**config.mk**
```make
export PLATFORM = sky130hd
export DESIGN_NAME = ram_bus_master
export DESIGN_NICKNAME = d
export VERILOG_FILES = /design/src/rtl/ram_bus_pkg.sv /design/src/rtl/ram_bus_master_wait_timer.sv /design/src/rtl/ram_bus_master.sv
export SDC_FILE = /design/constraint.sdc
export NUM_CORES = 1
export LEC_CHECK = 0
export BUFFER_PORTS_ARGS = -buffer_cell sky130_fd_sc_hd__buf_2
export CAP_MARGIN = 10
export CORE_ASPECT_RATIO = 1.1
export CORE_MARGIN = 2
export CORE_UTILIZATION = 52
export DETAILED_ROUTE_END_ITERATION = 16
export GPL_ROUTABILITY_DRIVEN = 0
export MAX_ROUTING_LAYER = met4
export PLACE_DENSITY = 0.94
export SLEW_MARGIN = 15
export SYNTH_ARGS = -nofsm -noshare
export SYNTH_HDL_FRONTEND = slang
export SYNTH_SLANG_ARGS = --single-unit
```
**constraint.sdc**
```tcl
create_clock -name clk -period 6.4 [get_ports clk]
set_input_delay 0 -clock clk [delete_from_list [all_inputs] [get_ports clk]]
set_output_delay 0 -clock clk [all_outputs]
set_load 0.02 [all_outputs]
```
**src/rtl/ram_bus_pkg.sv**
```systemverilog
// Shared RamBus master definitions: default bus widths, FSM states, error word and wait-counter width.
package ram_bus_pkg;

    localparam int          ADDR_WIDTH_DEF = 14;
    localparam int          DATA_WIDTH_DEF = 32;
    localparam int          WAIT_CNT_WIDTH = 16;
    localparam logic [31:0] ERR_DATA_DEF   = 32'hDEAD_0BAD;

    typedef enum logic [1:0] {
        ST_IDLE   = 2'd0,
        ST_SETUP  = 2'd1,
        ST_ACCESS = 2'd2,
        ST_RESP   = 2'd3
    } state_e;

endpackage

```
**src/rtl/ram_bus_master_wait_timer.sv**
```systemverilog
// Wait-state counter: clear/increment, saturates at all-ones; expired_o is a pure function of the registered count.
// A zero limit never expires, which is how the timeout is disabled.
module bus_wait_timer
    import ram_bus_pkg::*;
(
    input  logic                      clk,
    input  logic                      nRst,
    input  logic                      clr_i,
    input  logic                      inc_i,
    input  logic [WAIT_CNT_WIDTH-1:0] limit_i,
    output logic                      expired_o
);

    logic [WAIT_CNT_WIDTH-1:0] cnt_q;
    logic [WAIT_CNT_WIDTH-1:0] cnt_d;

    always_comb begin
        cnt_d = cnt_q;
        if (clr_i) begin
            cnt_d = '0;
        end else if (inc_i && (cnt_q != '1)) begin
            cnt_d = cnt_q + WAIT_CNT_WIDTH'(1);
        end
    end

    always_ff @(posedge clk or negedge nRst) begin
        if (!nRst) begin
            cnt_q <= '0;
        end else begin
            cnt_q <= cnt_d;
        end
    end

    // Count is zero in the first ACCESS cycle, so limit-1 marks the last allowed wait cycle.
    assign expired_o = (limit_i != '0) && (cnt_q == (limit_i - WAIT_CNT_WIDTH'(1)));

endmodule

```
**src/rtl/ram_bus_master.sv**
```systemverilog
// Single-beat RamBus (APB3-style) initiator: 4 cycles per transaction plus one per wait state, bounded by a timeout.
// Commands are accepted only in IDLE and never buffered; the response is held until RspReady.
module ram_bus_master
    import ram_bus_pkg::*;
#(
    parameter int                    ADDR_WIDTH     = ADDR_WIDTH_DEF,
    parameter int                    DATA_WIDTH     = DATA_WIDTH_DEF,
    parameter int                    TIMEOUT_CYCLES = 255,
    parameter logic [DATA_WIDTH-1:0] ERR_DATA       = DATA_WIDTH'(ERR_DATA_DEF)
) (
    input  logic                  clk,
    input  logic                  nRst,
    input  logic                  CmdValid,
    output logic                  CmdReady,
    input  logic                  CmdWrnRd,
    input  logic [ADDR_WIDTH-1:0] CmdAddress,
    input  logic [DATA_WIDTH-1:0] CmdData,
    output logic                  RspValid,
    input  logic                  RspReady,
    output logic [DATA_WIDTH-1:0] RspData,
    output logic                  RspError,
    output logic                  RamBusSel,
    output logic                  RamBusLatch,
    output logic                  RamBusWrnRd,
    output logic [ADDR_WIDTH-1:0] RamBusAddress,
    output logic [DATA_WIDTH-1:0] RamBusDataOut,
    input  logic [DATA_WIDTH-1:0] RamBusDataIn,
    input  logic                  RamBusAck
);

    localparam logic [WAIT_CNT_WIDTH-1:0] TMR_LIMIT = WAIT_CNT_WIDTH'(TIMEOUT_CYCLES);

    state_e                state_q;
    state_e                state_d;
    logic                  cmd_rdy_q;
    logic                  sel_q;
    logic                  latch_q;
    logic                  rsp_vld_q;
    logic                  rsp_err_q;
    logic                  rsp_err_d;
    logic [DATA_WIDTH-1:0] rsp_dat_q;
    logic [DATA_WIDTH-1:0] rsp_dat_d;
    logic                  wr_q;
    logic                  wr_d;
    logic [ADDR_WIDTH-1:0] addr_q;
    logic [ADDR_WIDTH-1:0] addr_d;
    logic [DATA_WIDTH-1:0] wdat_q;
    logic [DATA_WIDTH-1:0] wdat_d;
    logic                  tmr_clr;
    logic                  tmr_inc;
    logic                  tmr_expired;

    bus_wait_timer u_wait_timer (
        .clk       (clk),
        .nRst      (nRst),
        .clr_i     (tmr_clr),
        .inc_i     (tmr_inc),
        .limit_i   (TMR_LIMIT),
        .expired_o (tmr_expired)
    );

    always_comb begin
        state_d   = state_q;
        wr_d      = wr_q;
        addr_d    = addr_q;
        wdat_d    = wdat_q;
        rsp_dat_d = rsp_dat_q;
        rsp_err_d = rsp_err_q;
        tmr_clr   = 1'b0;
        tmr_inc   = 1'b0;
        case (state_q)
            ST_IDLE: begin
                if (CmdValid) begin
                    wr_d    = CmdWrnRd;
                    addr_d  = CmdAddress;
                    wdat_d  = CmdData;
                    tmr_clr = 1'b1;
                    state_d = ST_SETUP;
                end
            end
            ST_SETUP: begin
                state_d = ST_ACCESS;
            end
            ST_ACCESS: begin
                // Ack has priority over an expiry in the same cycle.
                if (RamBusAck) begin
                    rsp_dat_d = wr_q ? '0 : RamBusDataIn;
                    rsp_err_d = 1'b0;
                    state_d   = ST_RESP;
                end else if (tmr_expired) begin
                    rsp_dat_d = ERR_DATA;
                    rsp_err_d = 1'b1;
                    state_d   = ST_RESP;
                end else begin
                    tmr_inc = 1'b1;
                end
            end
            ST_RESP: begin
                if (RspReady) begin
                    state_d = ST_IDLE;
                end
            end
            default: begin
                state_d = ST_IDLE;
            end
        endcase
    end

    // Handshake/strobe outputs are registered from the next state so no input reaches an output combinationally.
    always_ff @(posedge clk or negedge nRst) begin
        if (!nRst) begin
            state_q   <= ST_IDLE;
            cmd_rdy_q <= 1'b1;
            sel_q     <= 1'b0;
            latch_q   <= 1'b0;
            rsp_vld_q <= 1'b0;
            rsp_err_q <= 1'b0;
            rsp_dat_q <= '0;
            wr_q      <= 1'b0;
            addr_q    <= '0;
            wdat_q    <= '0;
        end else begin
            state_q   <= state_d;
            cmd_rdy_q <= (state_d == ST_IDLE);
            sel_q     <= (state_d == ST_SETUP) || (state_d == ST_ACCESS);
            latch_q   <= (state_d == ST_ACCESS);
            rsp_vld_q <= (state_d == ST_RESP);
            rsp_err_q <= rsp_err_d;
            rsp_dat_q <= rsp_dat_d;
            wr_q      <= wr_d;
            addr_q    <= addr_d;
            wdat_q    <= wdat_d;
        end
    end

    assign CmdReady      = cmd_rdy_q;
    assign RspValid      = rsp_vld_q;
    assign RspData       = rsp_dat_q;
    assign RspError      = rsp_err_q;
    assign RamBusSel     = sel_q;
    assign RamBusLatch   = latch_q;
    assign RamBusWrnRd   = wr_q;
    assign RamBusAddress = addr_q;
    assign RamBusDataOut = wdat_q;

endmodule

```
Yosys cells after proc, flatten, opt, wreduce, memory -nomap -nowiden
Cells that the tools add are included.
- register bits: 102
- bits in latches: 0
- RAM bits: 0
- ROM bits: 0
- logic and storage cells: 45
- memories: 0
- $add $sub $neg: 1
- multipliers: 0
- divide/modulo/power cells: 0
- $lt $le $gt $ge: 0
- eq/ne operators: 8
- shifts and indexed selects: 0
- mux-type cells: 17
- bitwise operators: 0
- reductions and logical operators: 8
- operators with widths (operator ; number):
    two-way mux 32 bit ; 3
    two-way mux 16 bit ; 2
    adder 16 x 1 -> 16 bit, second input constant ; 1
    == test 16 x 8 -> 1 bit, second input constant ; 1
    inequality test 16 bit, second input constant ; 1
    == test 2 bit, second input constant ; 4
    two-way mux 2 bit ; 4
    one-hot mux 2 bit (4 select lines) ; 1
    two-way mux 1 bit ; 7
    == test 2 x 1 -> 1 bit, second input constant ; 2
    logical NOT 2 bit ; 2
    AND reduction 2 bit ; 2
    nonzero test 2 bit ; 2
    logical AND 1 bit ; 1
    logical OR 1 bit ; 1

Longest topological paths before layout
- depth after elaboration: 7
- depth in mapped cells: 9
- depth with buffers taken out: 7

Cells and area by module
From an unflattened synthesis, not the netlist that was laid out.
- cells, all modules: 416
- area total of the unflattened synthesis: 4822.1 µm²
- by module, submodules not included (module ; times used ; cells each ; area each (µm²)):
    ram_bus_master ; 1 ; 249 ; 3454.6
    bus_wait_timer ; 1 ; 167 ; 1367.6

Least setup slack after synthesis
No wires, ideal clock.
- path type: reg-to-reg
- from: reg u_wait_timer.cnt_q[0]
- to: reg u_wait_timer.cnt_q[7]
- data arrival time: 1.879 ns
- data required time: 6.276 ns
- setup slack: 4.397 ns
- cell stages (with the launch flop): 8
- buffers on the path: 1
- period minus slack after synthesis: 2.003 ns
- cell sequence: dfrtp_1 > ha_1 > nand3_4 > or3_4 > o211a_4 > buf_6 > and3_1 > a211o_1
- word-level cells in the longest chain between the ends: 6
- elaborated cells on any way between the ends: 10
- classes of those cells: add/sub: 1; eq/ne: 2; mux: 5; reduce/logical: 2
- RTL lines (item ; RTL line ; source):
    start: declaration ; ram_bus_master_wait_timer.sv:14 ; logic [WAIT_CNT_WIDTH-1:0] cnt_q;
    start signal: assignment ; ram_bus_master_wait_timer.sv:30 ; cnt_q <= cnt_d;
    branches (longest 6 deep; another with adder 16 x 1 -> 16 bit) ; n/a ;
Several ways; the timed one is not identified. The select of a mux whose other input is x is not followed.
A chain may end at the register's enable or synchronous reset.

Worst setup path in the final report
- from: reg u_wait_timer.cnt_q[0]
- to: reg u_wait_timer.cnt_q[8]
Same word-level chain as after synthesis.

==> key figures <==
Global route
  • GR Util All Layers: 0.3429
  • First-pass GRT wire length: 23,450 um
  • Grt ovf: 0
  • Largest net degree at the start of global routing: 77
  • Vias in the first global route: 4,693
  • Initial antenna violation count: 0

STA
  • Final worst path period need: 2.907 ns
  • Worst Max-Slew Pin Slew: 1.049 ns
  • Worst rel slew slack: 0.2979
  • Setup_tns: 0 ns
  • Final Max Tran Viols: 0
  • RSZ-0062 raised after global routing: false
  • # setup viols final: 0
  • Peak Freq: 344.1 MHz
  • Fin. Hold Viols: 0
  • Final cycle utilization of the critical path: 0.4541
  • Final Skew: 0.02568 ns

Floorplanning
  • Die W: 91.14 um
  • Core Footprint: 7998 um2
  • Die Ht: 99.85 um
  • Die footprint: 9100 um2
  • IO Pins: 168
  • Cell row count: 34
  • Starting density of the core: 0.5430

Setup path
  • WS Path Type: flop to flop
  • Critical path startpoint category: flop
  • Reg2Reg Depth: 7
  • Worst EP arrival: 3.20 ns
  • Crit-path max cell delay: 0.63 ns
  • Slowest CP cell: nor2_1
  • Critical path cell sequence: inv_1 > ha_1 > nor4b_1 > a41oi_2 > o211a_4 > nor2_1 > a221o_1
  • Terminus of the critical flop-to-flop path: u_wait_timer.cnt_q[8]$_DFFE_PN0P_
  • Worst-path fanout max: 20
  • CP endpoint kind: flop
  • Required time of the critical path: 6.70 ns
  • Reg-to-Reg Start: u_wait_timer.cnt_q[0]$_DFFE_PN0P_
  • R2R setup slack: 3.49 ns

Place
  • Post-DP HPWL: 7489 um
  • Port bufs: 167

Route
  • 1st-pass router iterations: 5
  • Initial DRC Count: 522
  • WL final: 14,800 um
  • Final ANT Viol Nets: 0
  • Vias per inst: 5.712
  • Drt wl/cell: 18.69 um
  • Vias: 4,524
  • DRC Markers: 0

Layout
  • # diodes: 0
  • Post-layout util: 0.7760
  • P&R area growth vs syn: 42.90%
  • Share of cells above drive strength 1: 0.2807
  • Nets: 768

Yosys
  • Ys Warns: 0
  • Syn Area/Cell: 9.759 um2
  • Mapped Cells: 445
  • Synthesized area: 4343 um2
  • Sequential-to-total area share from yosys stat: 0.5880
  • Unique cell type count in the Yosys netlist: 42
  • Number of synthesized register bits: 102
  • Synthesized Nets: 534

Job
  • Total of max-cap violations: 0

Clock network
  • H-tree lvl count: 3
  • Clock transition at path regs: 0.11 ns
  • CTS root buf: clkbuf_8
  • Clk Latency, worst-skew pair: 0.38 ns
  • CTS tree: yes
  • Total CTS buffers: 9
  • Clock buffer depth: 2
  • Clk sinks: 102

Run status
  • Outcome: finished clean

Pwr
  • Worst IR Drop VDD: 273.2 uV
  • P_leak: 3.265 nW
  • Pwr dens: 436.8 nW/um2

Hold path
  • Worst hold path type: input pin to asynchronous set/reset pin
-- cell usage after synthesis, drive strengths merged --
cell,count,area share
and2,1,0.0014
a221o,4,0.0092
a21oi,1,0.0012
dfrtp,101,0.58
and4,2,0.0040
o221ai,2,0.0040
or3,2,0.0040
nor3,9,0.010
a22o,3,0.0061
o2bb2ai,1,0.0020
buf,8,0.011
clkbuf,17,0.015
o22ai,2,0.0029
nand4,2,0.0029
a41oi,2,0.0040
nand3,24,0.031
and3,6,0.0086
nor2,8,0.0069
o21ai,18,0.021
a31oi,1,0.0014
o211ai,1,0.0029
o22a,19,0.038
inv,3,0.0026
nand2b,1,0.0014
nor3b,3,0.0052
ha,5,0.014
nor4b,1,0.0020
nor2b,23,0.033
a211o,3,0.0061
xnor2,2,0.0040
o211a,1,0.0040
xor2,1,0.0020
and4bb,1,0.0029
o21a,1,0.0017
dfstp,1,0.0061
nand2,162,0.14
a21o,3,0.0052
-- cells in the final DEF (no fill, tap or decap), types with 2 or more instances in the layout --
cell	count
inv_1	3
buf_4	2
clkbuf_8	9
nor2b_1	23
o221ai_1	2
nand2_1	161
buf_2	166
o22a_1	19
a211o_1	3
a22o_1	3
nand4_1	2
o22ai_1	2
ha_1	5
nor3b_1	3
dlygate4sd3_1	80
and3_1	6
clkinvlp_4	3
a21o_1	3
nor3_1	9
clkbuf_1	2
nor2_1	7
a221o_1	4
xnor2_1	2
nand3_1	23
o21ai_0	18
dfrtp_1	101
and4_1	2
-- logic make-up (layout without fill, tap and decap cells) --
logic type,Yosys count,count (layout),synth area share
AND/OR/NAND/NOR,245,245,0.2535
flip-flops,102,102,0.5880
AO/OA/AOI/OAI,62,62,0.1098
buffers and inverters,28,267,0.02823
adder cells (fa/ha/maj),5,5,0.01441
XOR/XNOR,3,3,0.006051
-- worst max-delay path by stage --
stage / startpoint / to / slack, ns / cells past startpoint
final: u_wait_timer.cnt_q[0]$_DFFE_PN0P_ / u_wait_timer.cnt_q[8]$_DFFE_PN0P_ / 3.49 / 7
after global routing: u_wait_timer.cnt_q[0]$_DFFE_PN0P_ / u_wait_timer.cnt_q[8]$_DFFE_PN0P_ / 3.36 / 7
after CTS: u_wait_timer.cnt_q[0]$_DFFE_PN0P_ / RspData[6]$_DFFE_PN0P_ / 3.52 / 7
after detailed placement: u_wait_timer.cnt_q[0]$_DFFE_PN0P_ / RspData[6]$_DFFE_PN0P_ / 3.53 / 7
after global placement: u_wait_timer.cnt_q[0]$_DFFE_PN0P_ / RspData[1]$_DFFE_PN0P_ / 3.61 / 7
after floorplan: u_wait_timer.cnt_q[0]$_DFFE_PN0P_ / u_wait_timer.cnt_q[7]$_DFFE_PN0P_ / 4.40 / 7
-- area by class of cell --
type | instances | area, um2
Clock inverter | 5 | 42.54
Clock buffer | 11 | 131.4
Timing Repair Buffer | 248 | 1647
Fill cell | 447 | 1792
Sequential cell | 102 | 2554
Inverter | 3 | 11.26
Multi-Input combinational cell | 315 | 1685
Tap cell | 108 | 135.1
-- critical path: cells and delay by family (launching register included) --
family          cells  cell delay [ns]
flops               1             0.44
buf+inv             1             0.09
simple gates        2             0.96
compound gates      3             1.19
fa+ha+maj           1             0.16
-- where the power goes --
group | internal [W] | switching, W
Combinational | 0.000410 | 0.000811
Clock | 0.000146 | 0.000238
Sequential | 0.000911 | 0.000195
Total | 0.00147 | 0.00124
-- flip-flops by register name (all words and copies together), names as in the netlist --
name and count:
RamBusDataOut 32, RspData 32, u_wait_timer.cnt_q 16, RamBusAddress 14, state_q 2, CmdReady 1
RamBusLatch 1, RamBusSel 1, RamBusWrnRd 1, RspError 1, RspValid 1
-- routing by layer --
metal | global-route usage | up-vias | wire [um]
li1 | - | 1962 | -
met1 | 0.3724 | 2172 | 5081
met2 | 0.5829 | 301 | 7703
met3 | 0.07733 | 89 | 1136
met4 | 0.1970 | 0 | 881
met5 | - | - | 0
-- per-stage QoR --
stage / power (W) / std cells / cell area (um2) / hold slack, ns / setup WS, ns
5_1_grt: 0.002840 / 792 / 6206 / 0.04375 / 3.358
2_1_floorplan: 0.001794 / 445 / 4343 / -0.2956 / 4.397
3_3_place_gp: 0.002145 / 696 / 5226 / -0.08229 / 3.609
3_5_place_dp: 0.002200 / 696 / 5226 / -0.07621 / 3.526
4_1_cts: 0.002604 / 792 / 6201 / 0.04130 / 3.521
6_report: 0.002711 / 792 / 6206 / 0.05711 / 3.493
-- what timing repair did --
item,CTS,global route
hold buffers,80,0
setup buffers,0,0
gates resized for setup,0,0
endpoints found under the hold margin,105,0
Note: power is estimated with default switching activity, not from simulation.
